`config.mk`:
```
export PLATFORM = sky130hd
export DESIGN_NAME = rx_ctrl_phy
export DESIGN_NICKNAME = d
export VERILOG_FILES = /design/src/rtl/ctrl_phy_pkg.sv /design/src/rtl/rx_sync_edge.sv /design/src/rtl/rx_ctrl_phy.sv
export SDC_FILE = /design/constraint.sdc
export NUM_CORES = 1
export LEC_CHECK = 0
export CORE_MARGIN = 5
export CORE_UTILIZATION = 35
export DETAILED_ROUTE_END_ITERATION = 6
export HOLD_SLACK_MARGIN = 0.15
export SYNTH_ARGS = -nofsm -noshare
export SYNTH_HDL_FRONTEND = slang
export SYNTH_SLANG_ARGS = --single-unit
```
`constraint.sdc`:
```
create_clock -name clk_sys -period 3.15 [get_ports clk_sys]
set_clock_uncertainty 0.15 [all_clocks]
set_input_delay 0.4725 -clock clk_sys [delete_from_list [all_inputs] [get_ports clk_sys]]
set_output_delay 0.4725 -clock clk_sys [all_outputs]
set_load 0.05 [all_outputs]
```
`src/rtl/ctrl_phy_pkg.sv`:
```
// Shared definitions for the control-link PHY (transmitter and receiver).
package ctrl_phy_pkg;

   localparam int TBIT_W = 20;

   typedef enum logic [3:0] {
      S_IDLE  = 4'h0,
      S_START = 4'h1,
      S_S7    = 4'h2,
      S_S6    = 4'h3,
      S_S5    = 4'h4,
      S_S4    = 4'h5,
      S_S3    = 4'h6,
      S_S2    = 4'h7,
      S_S1    = 4'h8,
      S_S0    = 4'h9,
      S_STOP  = 4'ha,
      S_STOP2 = 4'hb,
      S_DONE  = 4'hf
   } state_t;

   // Successor of a bit-sampling state once its sample point is reached.
   function automatic state_t next_bit_state(input state_t s);
      case (s)
         S_S7:    return S_S6;
         S_S6:    return S_S5;
         S_S5:    return S_S4;
         S_S4:    return S_S3;
         S_S3:    return S_S2;
         S_S2:    return S_S1;
         S_S1:    return S_S0;
         S_S0:    return S_STOP;
         S_STOP:  return S_STOP2;
         S_STOP2: return S_DONE;
         default: return S_IDLE;
      endcase
   endfunction

endpackage

```
`src/rtl/rx_sync_edge.sv`:
```
// Multi-flop synchronizer for the serial line plus falling-edge detect.
// All flops reset to 0 so a line held low out of reset never looks like a start.
module rx_sync_edge #(
   parameter int SYNC_STAGES = 2
) (
   input  logic clk_sys,
   input  logic rst_n,
   input  logic rx_ctrl,
   output logic rx_s,
   output logic fall_s
);

   logic [SYNC_STAGES-1:0] sync_q;
   logic                   prev_q;

   // Shift the raw line through the synchronizer chain.
   always_ff @(posedge clk_sys or negedge rst_n) begin
      if (!rst_n) begin
         sync_q <= '0;
      end else begin
         sync_q <= {sync_q[SYNC_STAGES-2:0], rx_ctrl};
      end
   end

   assign rx_s = sync_q[SYNC_STAGES-1];

   // Remember the previous synchronized value for edge detection.
   always_ff @(posedge clk_sys or negedge rst_n) begin
      if (!rst_n) begin
         prev_q <= 1'b0;
      end else begin
         prev_q <= rx_s;
      end
   end

   assign fall_s = prev_q & ~rx_s;

endmodule

```
`src/rtl/rx_ctrl_phy.sv`:
```
// Control-link byte receiver: start detect, mid-bit sampling, framing check.
//
//   state   | meaning
//   S_IDLE  | line idle, waiting for a start edge
//   S_START | waiting half a bit to confirm the start bit
//   S_S7..0 | sampling data bits, MSB first
//   S_STOP  | sampling stop bit 1
//   S_STOP2 | sampling stop bit 2
//   S_DONE  | one cycle: publish byte or flag framing error
module rx_ctrl_phy
   import ctrl_phy_pkg::*;
#(
   parameter int SYNC_STAGES = 2
) (
   input  logic              clk_sys,
   input  logic              rst_n,
   input  logic              rx_ctrl,
   input  logic [TBIT_W-1:0] tbit_period,
   output logic [7:0]        data_rx,
   output logic              valid_rx,
   output logic              err_frame,
   output logic              busy_rx
);

   localparam logic [TBIT_W-1:0] ONE = {{(TBIT_W-1){1'b0}}, 1'b1};

   logic              rx_s;
   logic              fall_s;
   state_t            state_q;
   state_t            state_d;
   logic [TBIT_W-1:0] cnt_q;
   logic [TBIT_W-1:0] per_q;
   logic [TBIT_W-1:0] half_q;
   logic [7:0]        shreg_q;
   logic              stop_ok_q;
   logic              tc;
   logic              is_data;
   logic              is_stop;

   rx_sync_edge #(
      .SYNC_STAGES (SYNC_STAGES)
   ) u_sync (
      .clk_sys (clk_sys),
      .rst_n   (rst_n),
      .rx_ctrl (rx_ctrl),
      .rx_s    (rx_s),
      .fall_s  (fall_s)
   );

   assign half_q  = per_q >> 1;
   assign is_data = (state_q >= S_S7) && (state_q <= S_S0);
   assign is_stop = (state_q == S_STOP) || (state_q == S_STOP2);
   assign busy_rx = (state_q != S_IDLE);

   // State register.
   always_ff @(posedge clk_sys or negedge rst_n) begin
      if (!rst_n) begin
         state_q <= S_IDLE;
      end else begin
         state_q <= state_d;
      end
   end

   // Next state and sample-point strobe.
   always_comb begin
      state_d = state_q;
      tc      = 1'b0;
      case (state_q)
         S_IDLE: begin
            if (fall_s) state_d = S_START;
         end
         S_START: begin
            tc = (cnt_q == half_q - ONE);
            if (tc) state_d = rx_s ? S_IDLE : S_S7;
         end
         S_DONE: begin
            state_d = S_IDLE;
         end
         default: begin
            tc = (cnt_q == per_q - ONE);
            if (tc) state_d = next_bit_state(state_q);
         end
      endcase
   end

   // Bit counter, period latch, shift register and framing result.
   // The pulses are registered out of S_DONE so data_rx changes in the
   // same cycle valid_rx is seen.
   always_ff @(posedge clk_sys or negedge rst_n) begin
      if (!rst_n) begin
         cnt_q     <= '0;
         per_q     <= '0;
         shreg_q   <= 8'h00;
         stop_ok_q <= 1'b1;
         data_rx   <= 8'h00;
         valid_rx  <= 1'b0;
         err_frame <= 1'b0;
      end else begin
         valid_rx  <= 1'b0;
         err_frame <= 1'b0;
         case (state_q)
            S_IDLE: begin
               cnt_q <= '0;
               if (fall_s) begin
                  per_q     <= tbit_period;
                  stop_ok_q <= 1'b1;
               end
            end
            S_DONE: begin
               cnt_q <= '0;
               if (stop_ok_q) begin
                  valid_rx <= 1'b1;
                  data_rx  <= shreg_q;
               end else begin
                  err_frame <= 1'b1;
               end
            end
            default: begin
               cnt_q <= tc ? '0 : cnt_q + ONE;
               if (tc && is_data) shreg_q <= {shreg_q[6:0], rx_s};
               if (tc && is_stop) stop_ok_q <= stop_ok_q & rx_s;
            end
         endcase
      end
   end

endmodule

```
Word level (Yosys, flattened, before mapping)
Memory sizes are Yosys's and may differ from the RTL's. Index checks and enable logic that the tools add are counted.

Memories: 1. Logic and storage cells: 58. Input port bits: 23. Register bits: 66. Output and inout port bits: 11. Memory bits (writable): 0. ROM bits: 64. Bits in latches: 0.

Memories: (no name shown) (depth 16, bits a word 4, rd ports 1, clocked after Yosys merged registers in 0, write ports 0, line ctrl_phy_pkg.sv:24) `case (s)`.

Muxes and demuxes: 15. Magnitude comparators: 2. Add/subtract/negate cells: 3. Multipliers: 0. Equal/unequal tests: 8. Bitwise operators: 5. Div/mod/pow operators: 0. Reduce and logical (&&, ||, !) cells: 14. Shift operators: 0.

Operators with widths (number): 20-bit equality test (2); 20-bit 2-to-1 mux (2); 20-bit by 1-bit adder with 20-bit output, second input constant (1); 19-bit by 1-bit subtractor with 20-bit output, second input constant (1); 20-bit by 1-bit subtractor with 20-bit output, second input constant (1); 4-bit equality test, second input constant (3); 4-bit 2-to-1 mux (3); 4-bit one-hot mux with 3 select lines (1); 4-bit nonzero test (2); 1-bit 2-to-1 mux (6); 2-bit AND reduction (3); 3-bit AND reduction (2); 4-bit by 1-bit equality test with 1-bit output, second input constant (1); 4-bit by 2-bit greater-or-equal comparator with 1-bit output, second input constant (1); 4-bit less-or-equal comparator, second input constant (1); 4-bit zero test (1); 2-bit inequality test, second input constant (2); 1-bit one-hot mux with 2 select lines (2); 1-bit logical AND (3); 1-bit inverter (3); 1-bit AND (2); 2-bit 2-to-1 mux (1); 2-bit nonzero test (1); 2-bit OR reduction (1); 1-bit logical OR (1).

Longest topological paths before layout
Word-level depth: 6. Depth in mapped cells: 14. Depth with buffers taken out: 11.

By module
Synthesis repeated with hierarchy kept, for this count alone.

Cells, all modules: 462. Area total of the unflattened synthesis: 4354.2 um^2.

Modules (own cells, without submodules): rx_ctrl_phy (cells an instance 458, sequential area each 1577.8 um^2, area an instance 4265.3 um^2, instances 1); rx_sync_edge (cells an instance 4, sequential area each 75.1 um^2, area an instance 88.8 um^2, instances 1).

Worst setup path after synthesis
OpenSTA, ideal clock, no wires.

Path type: register to register. Start: register per_q[0]. End: register cnt_q[15]. Stages on the path, launching flop included: 15. Data required time: 2930 ps. Library setup time: 70 ps. Path buffers: 3. Clock period less this slack: 3360 ps. Arrival time: 3140 ps. Path slack: -210 ps. Path through: dfrtp_1 clkbuf_1 inv_1 ha_1 or4b_4 buf_6 xor2_1 a31o_1 a211o_1 and3_1 and4_4 nor2b_4 or3_4 buf_6 nor2_2.

Cells in the longest elaborated chain, start to end: 5.

Ends and longest elaborated chain: start: declaration (line rx_ctrl_phy.sv:32) `logic [TBIT_W-1:0] per_q;`; start signal: assignment (line rx_ctrl_phy.sv:105) `per_q <= tbit_period;`; 20-bit by 1-bit subtractor with 20-bit output (line rx_ctrl_phy.sv:80) `tc = (cnt_q == per_q - ONE);`; 20-bit equality test (line rx_ctrl_phy.sv:80); 1-bit one-hot mux with 2 select lines (line rx_ctrl_phy.sv:68) `case (state_q)`; 20-bit 2-to-1 mux (line rx_ctrl_phy.sv:119) `cnt_q <= tc ? '0 : cnt_q + ONE;`; 20-bit 2-to-1 mux (line rx_ctrl_phy.sv:101) `case (state_q)`; end signal: assignment (line rx_ctrl_phy.sv:119); end: declaration (line rx_ctrl_phy.sv:31) `logic [TBIT_W-1:0] cnt_q;`.

No other way between the ends. A chain may end at the register's enable or synchronous reset.

Worst setup path in the final report
Start: register per_q[2]. End: register cnt_q[19].

Cells in the longest elaborated chain, start to end: 5. Elaborated cells between the ends (all ways): 7. Classes of those cells: add/sub (2); eq/ne (2); mux (3).

Ends and longest elaborated chain (line): 20-bit by 1-bit subtractor with 20-bit output or 19-bit by 1-bit subtractor with 20-bit output (tied branches) (rx_ctrl_phy.sv:80, rx_ctrl_phy.sv:73); 20-bit equality test, on equally long branches (rx_ctrl_phy.sv:80, rx_ctrl_phy.sv:73); 1-bit one-hot mux with 2 select lines (*) (rx_ctrl_phy.sv:68); 20-bit 2-to-1 mux (*) (rx_ctrl_phy.sv:119); 20-bit 2-to-1 mux (*) (rx_ctrl_phy.sv:101).

Every way passes the cells marked *; elsewhere a longest branch is shown, timed or not.

==> metrics.cfg <==
[run_status]
status = complete, but fails checks
violations = setup timing

[die]
die_w_um = 121
fp.dieH_um = 121
coreArea_um2 = 12000
initial_core_util_pct = 35.6
io_pins = 34
die_area_um2 = 14500
rows = 40

[clocking]
clockRootBuffer = clkbuf_16
clockBufferDepth = 2
cts_sinks = 66
htreeDepth = 3
insertion_delay_ns = 0.34
cts_tree = built
cts_buffers = 9
clk_pin_slew_worst_paths_ns = 0.06

[worst_setup_path]
path_buf_inv = 2
crit_chain = buf_6 > or4b_4 > xor2_1 > a31o_1 > a211o_1 > and3_4 > and4_4 > nor2b_4 > or3_4 > buf_12 > a21oi_2
crit_family = simple AND/OR/NAND/NOR gates
cp_max_fo = 8
end_kind = flop
cp-endpoint = cnt_q[19]$_DFF_PN0_
r2r_end = cnt_q[19]$_DFF_PN0_
worst_ep_required_time_ns = 3.27
r2r_cells = 11
critPathLaunch = per_q[2]$_DFFE_PN0P_
crit_cells = 11
r2r_slack_ns = -0.05
start_kind = flop
timing.rr.start = per_q[2]$_DFFE_PN0P_
cp_slowest_cell = or4b_4
arrival_ns = 3.32
crit_type = reg2reg
slowest_delay_ns = 0.59

[yosys]
ys_ff_latch = 66
synth_ff_type = dfrtp_1
synth_nets = 480
syn_area_um2 = 4270
yosysWarnings = 0
syn_inst = 449
synth-async-reset-ratio_pct = 100
seq_area_frac_synth_pct = 38.7
syn_area_per_cell_um2 = 9.52
synth-edff-count = 0
ys_types = 61

[global_routing]
grt_max_degree = 51
grt-ovfl-total = 0
grt_use_total_pct = 15.1
antenna_found_initial = 0
grt_pass1_wl_um = 17600
first_global_vias = 3508

[sta]
holdWs_ns = 0.205
tightest_slew_ns = 0.611
rsz0062_at_grt = true
max_freq_mhz = 312
period_share_pct = 102
setup-violations-final = 20
slew_headroom_pct = 58.8
period_needed_ns = 3.20
finalHoldViolations = 0
maxSlewViolCount = 0
worst_slack_ns = -0.0515

[pwr]
p_leak_nw = 2.34
power_density_nw_per_um2 = 751
vdd.ir_drop.worst_mv = 0.268
p_total_mw = 4.25

[routing]
dr.pass1.iters = 4
drc = 0
drt_iter0_markers = 158
drt-vias-per-instance = 5.12
ant_nets = 0
drt_wl_total_um = 10400
via_count = 3413
routedWlPerCell_um = 15.6

[finish]
utilization_pct = 47.1
stdcell_count = 666
nets = 545
n_antenna_cell = 0
final_layout_size_suffix_gt1_share_pct = 30.8
area_growth_pct = 32.3

[place]
dpl.hpwl_um = 7650
dp_cells = 641
io_buffer_count = 33
post-place-ws_ns = -0.166
gp_congestion = 0.887

[run]
drv_cap = 0

[hold_path]
hold_class = reg2reg

placed cells by master (no fill, tap or decap), drive strengths merged, types with 2 or more instances in the layout:
cell           count
clkinvlp           2
or4                2
buf               52
inv               15
xnor2             44
nor3               9
nand3             16
or3                6
and3              12
nor2              49
nand2b             2
o21ai             15
a211oi             3
o31ai              2
nor2b              6
o22ai              2
nand4              9
xor2              30
nor4b              5
mux2              28
or4b               2
o31a               2
o2111a             2
a21oi             10
a31oi              3
or2                3
a31o               3
dfrtp             65
nor4               7
clkdlybuf4s50     32
nand2             43
mux2i              4
clkbuf             9
ha                 8
worst reg2reg max path: stages, from the launching register on:
cell     delay, ns
dfrtp_1       0.40
buf_6         0.13
or4b_4        0.59
xor2_1        0.17
a31o_1        0.19
a211o_1       0.29
and3_4        0.19
and4_4        0.16
nor2b_4       0.12
or3_4         0.46
buf_12        0.18
a21oi_2       0.09
timing repair:
item | 4_1_cts | 5_1_grt
endpoints found under the setup margin | 29 | 32
hold buffers | 1 | 0
gates cloned | 1 | 0
resized for setup | 19 | 31
endpoints found under the hold margin | 48 | 0
pin swaps | 8 | 12
setup buffers | 4 | 3
area by class of cell:
class,count,area [µm²]
inverter,12,47.5
tap,147,184
clock buffer,9,225
sequential,66,1650
fill,1147,6350
timing repair buffer,85,778
multi-input combinational,340,2690
clock inverter,7,82.6
cell usage after synthesis, types with 3 or more instances:
| cell type | instances | share of area, % |
|---|---|---|
| a211oi_1 | 3 | 0.53 |
| nor2_1 | 34 | 3.0 |
| buf_1 | 3 | 0.26 |
| clkbuf_1 | 23 | 2.0 |
| nor4b_1 | 4 | 0.82 |
| ha_1 | 8 | 2.3 |
| nor2_2 | 15 | 2.2 |
| nand4_1 | 9 | 1.3 |
| nor3_1 | 8 | 0.94 |
| nor2b_1 | 5 | 0.73 |
| o21ai_0 | 14 | 1.6 |
| a21oi_1 | 9 | 1.1 |
| nand2_1 | 43 | 3.8 |
| and3_1 | 12 | 1.8 |
| xor2_1 | 30 | 6.1 |
| a31oi_1 | 3 | 0.44 |
| or2_2 | 3 | 0.44 |
| nor4_2 | 3 | 0.88 |
| xnor2_1 | 44 | 9.0 |
| inv_1 | 11 | 0.97 |
| nand3_1 | 16 | 1.9 |
| nor4_1 | 3 | 0.44 |
| or3_1 | 5 | 0.73 |
| mux2_2 | 28 | 7.4 |
| mux2i_1 | 4 | 0.94 |
| buf_6 | 4 | 1.1 |
| dfrtp_1 | 65 | 38 |
metrics by stage:
step	TNS, ns	area (µm²)
CTS	-0.224	5470
global placement	-0.543	5010
floorplan	-0.222	4320
detailed placement	-1.48	5010
finish	-0.657	5660
global route	-3.40	5660
routing by layer:
| metal | vias to the layer above | GRT usage (%) | part of all wire, % |
|---|---|---|---|
| li1 | 1674 | - | - |
| met1 | 1653 | 21.5 | 48 |
| met2 | 69 | 23.0 | 46 |
| met3 | 17 | 2.81 | 3.9 |
| met4 | 0 | 5.03 | 1.7 |
| met5 | - | 0 | 0 |
registers in the layout (all words and copies together) (netlist names):
register       cells
cnt_q             20
per_q             20
data_rx            8
shreg_q            8
state_q            4
u_sync.sync_q      2
err_frame          1
stop_ok_q          1
u_sync.prev_q      1
valid_rx           1
report_power, final:
part / internal (mW) / leakage, nW / switching [mW]
registers: 0.996 / 0.862 / 0.210
logic: 0.986 / 1.33 / 1.02
clock network: 0.626 / 0.145 / 0.410
cells by family after synthesis:
group / share of synthesized area (%)
and+or+nand+nor: 23.3
xor gates and xnor gates: 15.2
muxes: 8.31
AOI/OAI and AO/OA: 7.70
DFF: 38.7
buffers and inverters: 4.51
adders and majority gates: 2.34
how the worst min path moves through the flow:
stage                                     startpoint                          to  slack [ns]  cells past startpoint
after global routing      u_sync.sync_q[0]$_DFF_PN0_  u_sync.sync_q[1]$_DFF_PN0_        0.22                      0
after detailed placement  u_sync.sync_q[0]$_DFF_PN0_  u_sync.sync_q[1]$_DFF_PN0_        0.19                      0
final                     u_sync.sync_q[0]$_DFF_PN0_  u_sync.sync_q[1]$_DFF_PN0_        0.20                      0
after floorplan                                rst_n          cnt_q[0]$_DFF_PN0_        0.03                      0
after global placement    u_sync.sync_q[0]$_DFF_PN0_  u_sync.sync_q[1]$_DFF_PN0_        0.18                      0
after CTS                 u_sync.sync_q[0]$_DFF_PN0_  u_sync.sync_q[1]$_DFF_PN0_        0.21                      0
(Power assumes the default switching activity.)
